**config.mk**
```make
export PLATFORM = sky130hd
export DESIGN_NAME = dev_bus_arbiter
export DESIGN_NICKNAME = d
export VERILOG_FILES = /design/src/rtl/dev_bus_pkg.sv /design/src/rtl/dev_arb_pick.sv /design/src/rtl/dev_bus_arbiter.sv
export SDC_FILE = /design/constraint.sdc
export NUM_CORES = 1
export LEC_CHECK = 0
export ABC_AREA = 1
export BUFFER_PORTS_ARGS = -buffer_cell sky130_fd_sc_hd__buf_2
export CAP_MARGIN = 20
export CELL_PAD_IN_SITES_DETAIL_PLACEMENT = 1
export CELL_PAD_IN_SITES_GLOBAL_PLACEMENT = 1
export CORE_UTILIZATION = 17
export CTS_CLUSTER_SIZE = 10
export DETAILED_ROUTE_END_ITERATION = 10
export MAX_ROUTING_LAYER = met4
export PLACE_DENSITY = 0.88
export SYNTH_ARGS = -nofsm -noshare
export SYNTH_HDL_FRONTEND = slang
export SYNTH_SLANG_ARGS = --single-unit
```
**constraint.sdc**
```tcl
create_clock -name clk -period 2.7 [get_ports clk]
set_input_delay 0.81 -clock clk [delete_from_list [all_inputs] [get_ports clk]]
set_output_delay 0.81 -clock clk [all_outputs]
set_load 0.03 [all_outputs]
```
**src/rtl/dev_bus_pkg.sv**
```systemverilog
// ============================================================================
// dev_bus_pkg : shared arbiter state encoding and master index constants
// Revision    : 1.0
// ============================================================================
`default_nettype none

package dev_bus_pkg;

  localparam logic [1:0] c_st_idle = 2'd0;
  localparam logic [1:0] c_st_own0 = 2'd1;
  localparam logic [1:0] c_st_own1 = 2'd2;

  typedef enum logic [1:0] {
    ST_IDLE = c_st_idle,
    ST_OWN0 = c_st_own0,
    ST_OWN1 = c_st_own1
  } arb_state_e;

  localparam logic c_m0 = 1'b0;
  localparam logic c_m1 = 1'b1;

endpackage

`default_nettype wire

```
**src/rtl/dev_arb_pick.sv**
```systemverilog
// ============================================================================
// dev_arb_pick : combinational next-owner decision for dev_bus_arbiter
// Revision     : 1.0
// ============================================================================
`default_nettype none

module dev_arb_pick
  import dev_bus_pkg::*;
(
  input  logic       i_req0,
  input  logic       i_req1,
  input  arb_state_e i_cur,
  input  logic       i_hold_expired,
  input  logic       i_prio,
  output arb_state_e o_next
);

  logic w_tie_pick;

  always_comb begin
    // An owner that has used up its hold budget yields to the waiting master.
    w_tie_pick = i_prio;
    if (i_hold_expired && (i_cur == ST_OWN0)) begin
      w_tie_pick = c_m1;
    end else if (i_hold_expired && (i_cur == ST_OWN1)) begin
      w_tie_pick = c_m0;
    end

    o_next = ST_IDLE;
    if (i_req0 && i_req1) begin
      o_next = (w_tie_pick == c_m1) ? ST_OWN1 : ST_OWN0;
    end else if (i_req0) begin
      o_next = ST_OWN0;
    end else if (i_req1) begin
      o_next = ST_OWN1;
    end
  end

endmodule

`default_nettype wire

```
**src/rtl/dev_bus_arbiter.sv**
```systemverilog
// ============================================================================
// dev_bus_arbiter : two-master arbiter in front of the devctrl bus.
// Define DEV_ARB_ROUND_ROBIN_EN for round-robin ties; default is m0 priority.
// Revision        : 1.0
// ============================================================================
`default_nettype none

module dev_bus_arbiter
  import dev_bus_pkg::*;
#(
  parameter int MAX_HOLD = 16
) (
  input  logic        clk,
  input  logic        rst,

  input  logic        m0Enable_i,
  input  logic        m0Write_i,
  input  logic [31:0] m0Addr_i,
  input  logic [31:0] m0DataSave_i,
  input  logic [3:0]  m0ByteSelect_i,
  output logic [31:0] m0DataLoad_o,
  output logic        m0Busy_o,

  input  logic        m1Enable_i,
  input  logic        m1Write_i,
  input  logic [31:0] m1Addr_i,
  input  logic [31:0] m1DataSave_i,
  input  logic [3:0]  m1ByteSelect_i,
  output logic [31:0] m1DataLoad_o,
  output logic        m1Busy_o,

  output logic        devEnable_o,
  output logic        devWrite_o,
  output logic [31:0] devPhysicalAddr_o,
  output logic [31:0] devDataSave_o,
  output logic [3:0]  devByteSelect_o,
  input  logic [31:0] devDataLoad_i,
  input  logic        devBusy_i
);

  localparam logic [7:0] c_max_hold = 8'(MAX_HOLD);

  arb_state_e state_q, state_d, w_pick_state;
  logic [7:0] hold_q, hold_d, w_hold_cnt;
  logic       w_own0, w_own1;
  logic       w_completion, w_owner_dropped, w_rearb;
  logic       w_other_en, w_hold_expired, w_prio;

`ifdef DEV_ARB_ROUND_ROBIN_EN
  logic rr_q, rr_d;
`endif

  assign w_own0 = (state_q == ST_OWN0);
  assign w_own1 = (state_q == ST_OWN1);

  always_comb begin
    devEnable_o       = 1'b0;
    devWrite_o        = 1'b0;
    devPhysicalAddr_o = '0;
    devDataSave_o     = '0;
    devByteSelect_o   = '0;
    case (state_q)
      ST_OWN0: begin
        devEnable_o       = m0Enable_i;
        devWrite_o        = m0Write_i;
        devPhysicalAddr_o = m0Addr_i;
        devDataSave_o     = m0DataSave_i;
        devByteSelect_o   = m0ByteSelect_i;
      end
      ST_OWN1: begin
        devEnable_o       = m1Enable_i;
        devWrite_o        = m1Write_i;
        devPhysicalAddr_o = m1Addr_i;
        devDataSave_o     = m1DataSave_i;
        devByteSelect_o   = m1ByteSelect_i;
      end
      default: ;
    endcase
  end

  assign m0Busy_o     = m0Enable_i & ~(w_own0 & ~devBusy_i);
  assign m1Busy_o     = m1Enable_i & ~(w_own1 & ~devBusy_i);
  assign m0DataLoad_o = w_own0 ? devDataLoad_i : '0;
  assign m1DataLoad_o = w_own1 ? devDataLoad_i : '0;

  always_comb begin
    // devBusy_i reaches the next state only through this completion term.
    w_completion    = ((w_own0 & m0Enable_i) | (w_own1 & m1Enable_i)) & ~devBusy_i;
    w_owner_dropped = (w_own0 & ~m0Enable_i) | (w_own1 & ~m1Enable_i);
    w_rearb         = w_completion | w_owner_dropped | (state_q == ST_IDLE);
    w_other_en      = w_own0 ? m1Enable_i : (w_own1 ? m0Enable_i : 1'b0);

    // Count including this cycle's completion so the limit bites on the Nth one.
    w_hold_cnt = hold_q;
    if (!w_other_en) begin
      w_hold_cnt = '0;
    end else if (w_completion && (hold_q != 8'hFF)) begin
      w_hold_cnt = hold_q + 8'd1;
    end
    w_hold_expired = w_other_en && (w_hold_cnt >= c_max_hold);
  end

`ifdef DEV_ARB_ROUND_ROBIN_EN
  assign w_prio = rr_q;
`else
  assign w_prio = c_m0;
`endif

  dev_arb_pick u_pick (
    .i_req0         (m0Enable_i),
    .i_req1         (m1Enable_i),
    .i_cur          (state_q),
    .i_hold_expired (w_hold_expired),
    .i_prio         (w_prio),
    .o_next         (w_pick_state)
  );

  always_comb begin
    state_d = w_rearb ? w_pick_state : state_q;
    hold_d  = (state_d != state_q) ? 8'd0 : w_hold_cnt;
`ifdef DEV_ARB_ROUND_ROBIN_EN
    rr_d = rr_q;
    if (w_rearb && (state_d == ST_OWN0)) begin
      rr_d = c_m1;
    end else if (w_rearb && (state_d == ST_OWN1)) begin
      rr_d = c_m0;
    end
`endif
  end

  always_ff @(posedge clk or negedge rst) begin
    if (!rst) begin
      state_q <= ST_IDLE;
      hold_q  <= '0;
`ifdef DEV_ARB_ROUND_ROBIN_EN
      rr_q    <= c_m0;
`endif
    end else begin
      state_q <= state_d;
      hold_q  <= hold_d;
`ifdef DEV_ARB_ROUND_ROBIN_EN
      rr_q    <= rr_d;
`endif
    end
  end

endmodule

`default_nettype wire

```
After elaboration in Yosys (flattened, before gate mapping)
Cells that the tools add are included.
{ "totals": {"n_memories": 0, "latchBits": 0, "mem_bits_ro": 0, "inputBits": 175, "ramBits": 0, "out_inout_bits": 136, "elab_cells": 49, "register_bits": 10} }
{ "classes": {"muxes": 18, "bitwise": 18, "n_reduce_logical": 5, "n_eq_ne": 4, "mul": 0, "shifts": 0, "order_cmp": 1, "n_addsub": 1, "n_div": 0} }
{ "ops": {"columns": ["cell", "count"], "rows": [
  ["$pmux W32 S2", 2],
  ["$mux W32", 2],
  ["$mux W8", 3],
  ["$mux W2", 5],
  ["$and A1 B1 Y1", 9],
  ["$add A8 B1 Y8 const B", 1],
  ["$ge A8 B5 Y1 const B", 1],
  ["$ne A8 B8 Y1 const B", 1],
  ["$pmux W4 S2", 1],
  ["$not A1 Y1", 5],
  ["$logic_and A1 B1 Y1", 4],
  ["$or A1 B1 Y1", 4],
  ["$pmux W1 S2", 2],
  ["$mux W1", 3],
  ["$eq A2 B1 Y1 const B", 1],
  ["$eq A2 B2 Y1 const B", 1],
  ["$logic_not A2 Y1", 1],
  ["$ne A2 B2 Y1", 1]
]} }

Depth between registers and ports, before layout
Gate-level depths: netlist (run 1).
{ "logic_depth": {"depth_word": 16, "mapped_depth": 18, "depth_no_buf": 17} }

Hierarchy
A second synthesis (run 1) with hierarchy kept.
{ "unflattened": {"hier_cells": 509, "hier_area_um2": 2476.1} }
{ "by_module_without_submodules": {"columns": ["module", "n_inst", "area_each_um2", "seq_area_each_um2", "cells_each"], "rows": [
  ["dev_bus_arbiter", 1, 2417.3, 250.2, 496],
  ["dev_arb_pick", 1, 58.8, 0.0, 13]
]} }

Worst setup path after synthesis (run 1)
No wires, ideal clock.
{ "synth_timing": {"path_kind": "register -> output", "from": "register state_q[1]", "to": "output port devByteSelect_o[0]", "required_ns": 1.890, "stages_incl_launch_ff": 8, "slack_ns": -0.010, "path_buffers": 3, "arrival_ns": 1.900, "cell_sequence": "dfrtp_1 -> inv_1 -> ha_1 -> buf_2 -> clkbuf_1 -> clkbuf_1 -> nand2_1 -> a21oi_1"} }
{ "synth_via": {"elab_chain_cells": 2, "elab_cells_between_ends": 3, "cone_classes": "eq/ne (2); mux (1)"} }
{ "synth_rtl": {"columns": ["element", "line", "source"], "rows": [
  ["from (decl)", "dev_bus_arbiter.sv:43", "arb_state_e state_q, state_d, w_pick_state;"],
  ["from (signal assigned)", "dev_bus_arbiter.sv:139", "state_q <= state_d;"],
  ["$eq A2 B2 Y1 or $eq A2 B1 Y1 (tied branches)", null, null],
  ["$pmux W4 S2 *", "dev_bus_arbiter.sv:62", "case (state_q)"],
  ["to (decl)", "dev_bus_arbiter.sv:36", "output logic [3:0] devByteSelect_o,"]
]} }
Every way passes the cells marked *; elsewhere a longest branch is shown, timed or not.

Worst setup path after layout (run 1)
{ "layout_timing": {"from": "register state_q[0]", "to": "output port devDataSave_o[13]"} }
{ "layout_via": {"elab_chain_cells": 2, "elab_cells_between_ends": 3, "cone_classes": "eq/ne (2); mux (1)"} }
{ "layout_rtl": {"columns": ["element", "line", "source"], "rows": [
  ["$eq A2 B2 Y1 or $eq A2 B1 Y1 (tied branches)", null, null],
  ["$pmux W32 S2 *", "dev_bus_arbiter.sv:62", null],
  ["to (decl)", "dev_bus_arbiter.sv:35", "output logic [31:0] devDataSave_o,"]
]} }
Marks and branches as above.

==> flow_summary_export.csv, run 1 <==
group,metric,value,unit
routing,vias,4117,
pwr,power.density,1130,nW/µm²
place,hpwlAfterDp,11800,µm
floorplan,die_w,120,µm
cts,clockRootBuffer,"clkbuf_16",
routing,antenna_left,0,
pwr,internal-power,1.72,mW
pwr,pwr-share-seq,3.9,%
floorplan,dieArea,14400,µm²
routing,drc,0,
yosys,syn_area,2370,µm²
global_route,grt.overflow.total,0,
floorplan,die_y,120,µm
run,cap_viol_max_count,0,
pwr,netSwitchingFraction,66.4,%
pwr,p_comb_share,90.3,%
critical_path,startpoint_type,"register",
yosys,yosys.cell_count.top_type,"nand2_1",
timing,finalHoldViolCount,0,
yosys,syn_avg_cell_area,4.82,µm²
yosys,ys_seq_elements,10,
timing,setup_viol_count_final,0,
place,routabilityCongestion,0.852,
yosys,synth-main-ff-cell,"dfrtp_1",
routing,drt-total-wl,14200,µm
pwr,p_switching,3.40,mW
critical_path,crit_type,"register to output port",
pwr,leakagePower,2.90,nW
critical_path,crit_fanout,50,
floorplan,num_io_pins,311,
cts,cts_sinks,10,
global_route,grt_max_degree,61,
yosys,synth_fp_nets,670,
critical_path,slowest_delay,440,ps
timing,fin_crit_sh,95.2,%
yosys,yosys_warnings,0,
timing,slew_headroom,76.3,%
place,placed_area,4350,µm²
critical_path,cp-end-kind,"output port",
cts,clockBufferDepth,2,
cts,hold_buffers,0,
cts,cts_tree,"done",
cts,clk_latency,240,ps
yosys,netlist_instances,491,
timing,finalMaxSlewViolations,0,
yosys,synth-edff-count,0,
yosys,ys_types,25,
routing,drt_pass1_iterations,4,
min_path,hold_class,"input port to asynchronous set/reset pin",
yosys,synthArstFlopShare,100,%
global_route,grt_pass1_wl,21000,µm
critical_path,cp-startpoint,"state_q[0]",
timing,tightest_slew,355,ps
pwr,pwr-share-clk,5.9,%
critical_path,worstPathCellList,"inv_2, ha_4, buf_16, nand2_1, a21oi_2, buf_2",
cts,cts.clk_slew.worst_paths,40,ps
pwr,p_total,5.11,mW
timing,fin_skew,0.851,ps
timing,max_freq,0.389,GHz
cells_and_area,syn_to_final_growth,90.7,%
cts,cts_max_level,1,
critical_path,crit_required,1890,ps
critical_path,crit_buf_inv,3,
yosys,synth_commonest_cells,"nand2_1 (238), inv_1 (80), a21oi_1 (75), clkbuf_1 (29), nand3_1 (14)",
floorplan,core,13400,µm²
floorplan,start_util,17.7,%
critical_path,slowest_stage,"dfrtp_2",
place,port_buffers,310,
cells_and_area,ff_latch_area,253,µm²
yosys,synth_top_area_share,37.7,%
cells_and_area,n_fill_cell,1897,
yosys,ys_seq_area_share,10.6,%
cts,cts_made_buffers,3,
status,outcome,"finished clean",
timing,hold_ws,437,ps
routing,drt_iter0_markers,125,
critical_path,cp.arrival,1760,ps
yosys,synth.largest_area_cell,"nand2_1",
floorplan,rows,42,
yosys,synth_area_leaders,"nand2_1 (38%), a21oi_1 (16%), inv_1 (13%)",
cells_and_area,nNetsFinal,967,
global_route,antenna_found_initial,1,
timing,setup_tns,0,ps
routing,wire_per_inst,14.8,µm
cells_and_area,multiInputGateArea,1890,µm²
pwr,vdd_drop_max,0.000522,V
critical_path,crit_family,"buffers and inverters",
timing,fin_crit,2570,ps
critical_path,worst_r2r_startpoint,"state_q[1]",
global_route,grt_pass1_vias,4184,
global_route,grt_use_total,18.8,%
cells_and_area,drive_gt1_share,51.0,%
cells_and_area,final_area,4510,µm²
routing,vias_per_cell,4.27,
timing,grt_setup_unrepaired,"no",
-- timing repair --
action,4_1_cts,5_1_grt
setup endpoints to repair,3,81
setup buffers,0,1
resized for setup,2,9
hold endpoints to repair,0,0
cloned,0,1
pin swaps,0,1
-- per-layer routing --
layer / GRT usage (%) / vias up / routed length [µm]
li1: - / 2076 / -
met3: 3.18 / 12 / 1060
met5: - / - / 0
met1: 20.7 / 1861 / 5480
met4: 3.52 / 0 / 217
met2: 35.4 / 168 / 7490
-- worst register-to-register path, delay by kind of cell (launching register included) --
family          cells  cell delay (ps)
fa+ha+maj           1              220
simple gates        7              890
buf+inv             3              440
compound gates      2              310
flops               1              440
-- cell usage in the layout (no fill, tap or decap), types with 2 or more instances in the layout --
| cell | n |
|---|---|
| buf_2 | 309 |
| nand2_1 | 238 |
| inv_1 | 78 |
| a21oi_2 | 46 |
| a21oi_1 | 29 |
| nand3_1 | 14 |
| dfrtp_1 | 8 |
| o21ai_0 | 6 |
| nor3_2 | 6 |
| buf_4 | 6 |
| nand2_4 | 5 |
| nor2_1 | 5 |
| clkbuf_16 | 4 |
| inv_2 | 2 |
| nor2_4 | 2 |
| nand2_2 | 2 |
| nand4_1 | 2 |
| nor3_1 | 2 |
| ha_1 | 2 |
| ha_4 | 2 |
| buf_12 | 2 |
| buf_16 | 2 |
| dfrtp_2 | 2 |
-- final timing paths --
kind                                           to  slack [ps]  cells past startpoint
worst max-delay path            devDataSave_o[13]         130                      6
worst min-delay path                    hold_q[6]         440                      1
worst max register to register          hold_q[3]         320                     13
worst min register to register          hold_q[0]         610                      3
max in group asynchronous              state_q[1]        2040                      1
min in group clk                        hold_q[0]         610                      3
-- layout make-up --
cell class	instances	area share (%)
antenna	1	0.0554
clock buffer	4	1.97
inverter	82	6.96
multi-input combinational	368	41.9
sequential	10	5.60
tap	176	4.88
timing repair buffer	323	38.7
-- stage by stage --
step                setup WS (ps)  std cells  util [%]
floorplan                    15.3        491         -
global placement              279        957      32.5
detailed placement            258        957      32.5
CTS                          4.58        961      33.2
global route                 53.4        964      33.7
finish                        129        964      33.7
-- kinds of logic (layout without fill, tap and decap cells) --
| family | count (synthesis) | count (layout) | synth area share [%] |
|---|---|---|---|
| and+or+nand+nor | 279 | 279 | 50.1 |
| buffers and inverters | 113 | 409 | 18.2 |
| AOI/OAI and AO/OA | 85 | 85 | 19.0 |
| DFF | 10 | 10 | 10.6 |
| adders and majority gates | 4 | 4 | 2.11 |
| other | 0 | 1 | 0 |
-- flip-flops by register name, summed over array words and instances, names as in the netlist --
signal / cells
state_q: 2
hold_q: 8
-- power by group through the flow --
stage / sequential, mW / clock [mW] / combinational, mW
after floorplan: 0.183 / 0 / 3.10
after global placement: 0.193 / 0 / 4.49
after detailed placement: 0.193 / 0 / 4.53
after CTS: 0.193 / 0.303 / 4.58
after global routing: 0.200 / 0.308 / 4.95
final: 0.197 / 0.300 / 4.61
Power figures use the tool's default switching activity.
==> inputs of run 2 (changes only) <==
--- a/config.mk
+++ b/config.mk
@@ -5,16 +5,16 @@
 export SDC_FILE = /design/constraint.sdc
 export NUM_CORES = 1
 export LEC_CHECK = 0
-export ABC_AREA = 1
 export BUFFER_PORTS_ARGS = -buffer_cell sky130_fd_sc_hd__buf_2
 export CAP_MARGIN = 20
 export CELL_PAD_IN_SITES_DETAIL_PLACEMENT = 1
 export CELL_PAD_IN_SITES_GLOBAL_PLACEMENT = 1
-export CORE_UTILIZATION = 17
+export CORE_AREA = 2 2 121 123
 export CTS_CLUSTER_SIZE = 10
 export DETAILED_ROUTE_END_ITERATION = 10
+export DIE_AREA = 0 0 123 125
 export MAX_ROUTING_LAYER = met4
-export PLACE_DENSITY = 0.88
+export PLACE_DENSITY = 0.81
 export SYNTH_ARGS = -nofsm -noshare
 export SYNTH_HDL_FRONTEND = slang
 export SYNTH_SLANG_ARGS = --single-unit
==> flow_summary_export.csv, run 2 <==
group,metric,value,unit
status,outcome,"finished clean",
yosys,ys_types,45,
yosys,yosys.cell_count.top_type,"nor2b_1",
cells_and_area,mostFrequentLayoutCells,"buf_2 (309), a22oi_1 (69), and2_1 (66)",
timing,slew_headroom,71.8,%
floorplan,rows,44,
yosys,synth-main-ff-cell,"dfrtp_1",
pwr,vdd_drop_max,0.000767,V
critical_path,worst_r2r_startpoint,"state_q[0]",
global_route,grt_pass1_wl,19900,µm
timing,setup_tns,0,ps
timing,finalHoldViolCount,0,
yosys,yosys_warnings,0,
cells_and_area,drive_gt1_share,61.8,%
cells_and_area,syn_to_final_growth,90.7,%
global_route,antenna_found_initial,2,
routing,drc,0,
cts,clockRootBuffer,"clkbuf_16",
cts,cts.clk_slew.worst_paths,40,ps
routing,vias_per_cell,4.50,
floorplan,num_io_pins,311,
floorplan,start_util,16.4,%
yosys,synthArstFlopShare,100,%
global_route,grt_pass1_vias,3605,
timing,fin_crit,2570,ps
cts,cts_sinks,10,
yosys,netlist_instances,325,
routing,drt_pass1_iterations,4,
floorplan,die_w,123,µm
critical_path,cp.arrival,1760,ps
timing,max_freq,0.389,GHz
critical_path,cp-end-kind,"output port",
place,routabilityCongestion,0.832,
cts,clockBufferDepth,2,
cells_and_area,regMostFlops,"hold_q",
yosys,syn_avg_cell_area,7.17,µm²
yosys,ys_seq_elements,10,
place,port_buffers,310,
timing,fin_crit_sh,95.1,%
cts,cts_made_buffers,3,
cells_and_area,diodes,0,
routing,wire_per_inst,16.6,µm
routing,drt-total-wl,13400,µm
floorplan,die_y,125,µm
critical_path,cp-startpoint,"state_q[1]",
min_path,hold_class,"input port to asynchronous set/reset pin",
yosys,ys_seq_area_share,10.7,%
cts,clk_latency,240,ps
cts,cts_max_level,1,
yosys,synth_fp_nets,504,
routing,drt_iter0_markers,137,
yosys,synth-edff-count,0,
place,post-place-cells,797,
timing,hold_ws,437,ps
cells_and_area,layout_commonest_cell,"buf_2",
pwr,leakagePower,2.39,nW
critical_path,crit_fanout,45,
critical_path,startpoint_type,"register",
run,cap_viol_max_count,0,
yosys,synth_area_leaders,"a22oi_1 (22%), nor2b_1 (19%), and2_1 (18%)",
timing,grt_setup_unrepaired,"no",
cells_and_area,layoutNonFillerInstCount,810,
yosys,syn_area,2330,µm²
routing,vias,3641,
timing,tightest_slew,421,ps
global_route,grt.overflow.total,0,
timing,fin_skew,0.565,ps
routing,antenna_left,0,
cells_and_area,nNetsFinal,806,
cts,cts_tree,"done",
pwr,power.density,1340,nW/µm²
place,hpwlAfterDp,11000,µm
cells_and_area,largest_register_ffs,8,
floorplan,core,14200,µm²
critical_path,crit_type,"register to output port",
yosys,synth.largest_area_cell,"a22oi_1",
timing,finalMaxSlewViolations,0,
global_route,grt_max_degree,55,
cells_and_area,n_fill_cell,1826,
global_route,grt_use_total,16.5,%
yosys,synth_commonest_cells,"nor2b_1 (72), a22oi_1 (69), and2_1 (66), clkbuf_1 (20), dfrtp_1 (10)",
yosys,synth_top_area_share,22.2,%
floorplan,dieArea,15400,µm²
cells_and_area,reg.largest.list,"hold_q: 8 flops, state_q: 2 flops",
critical_path,crit_required,1890,ps
timing,setup_viol_count_final,0,
-- run 2: routing by layer --
layer	part of all wire, %	up-vias	GRT usage, %
met5	0	-	-
met4	1.3	0	2.34
met3	6.8	15	2.10
met2	52	144	30.0
met1	40	1710	19.6
li1	-	1772	-
-- run 2: path summary, 6_finish.rpt --
path,to,slack (ps),cells after the start
setup / recovery,devDataSave_o[31],130,6
hold / removal,hold_q[1],440,1
setup reg to reg,hold_q[1],290,8
hold reg to reg,hold_q[0],710,3
max in group asynchronous,state_q[0],2030,1
min in group clk,hold_q[0],710,3
-- run 2: repair_timing --
item                       4_1_cts  5_1_grt
setup endpoints to repair       10       69
resized for setup                1        5
hold buffers                     0        0
buffers inserted                 5        4
pin swaps                        1        1
cloned                           0        0
-- run 2: cells by family (layout without fill, tap and decap cells) --
kind of cell    count (synthesis)  in the layout  synth area share, %
flops                          10             10                 10.7
compound gates                 97             97                 32.4
simple gates                  169            169                 45.0
mux                             5              5                 2.36
fa+ha+maj                       4              4                 2.15
buf+inv                        37            338                 6.28
xor+xnor                        3              3                 1.13
-- run 2: power by group --
part | internal [mW] | switching, mW | total (mW)
Combinational | 2.03 | 3.41 | 5.45
Sequential | 0.169 | 0.0240 | 0.193
Clock | 0.224 | 0.0791 | 0.303
Total | 2.43 | 3.52 | 5.94
-- run 2: worst max-delay path, cell delays in order (launching register included) --
cell,delay (ps)
dfrtp_1,380
inv_2,120
ha_4,230
buf_12,230
a22oi_1,130
nor2b_1,170
buf_2,220
-- run 2: final cells by class --
class / instances / area (µm²) / share of cell area, %
inverter: 5 / 18.8 / 0.422
sequential: 10 / 251 / 5.66
tap: 184 / 230 / 5.18
clock buffer: 4 / 88.8 / 2.00
multi-input combinational: 278 / 2070 / 46.6
timing repair buffer: 329 / 1780 / 40.1
-- run 2: stage by stage --
step | total power, mW | area [µm²] | setup slack [ps] | utilization [%]
after floorplan | 3.93 | 2430 | 20.4 | -
after global placement | 5.47 | 4260 | 286 | 30.0
after detailed placement | 5.54 | 4260 | 171 | 30.0
after CTS | 5.93 | 4410 | 29.0 | 31.1
after global routing | 6.34 | 4450 | 13.0 | 31.3
final | 5.94 | 4450 | 132 | 31.3
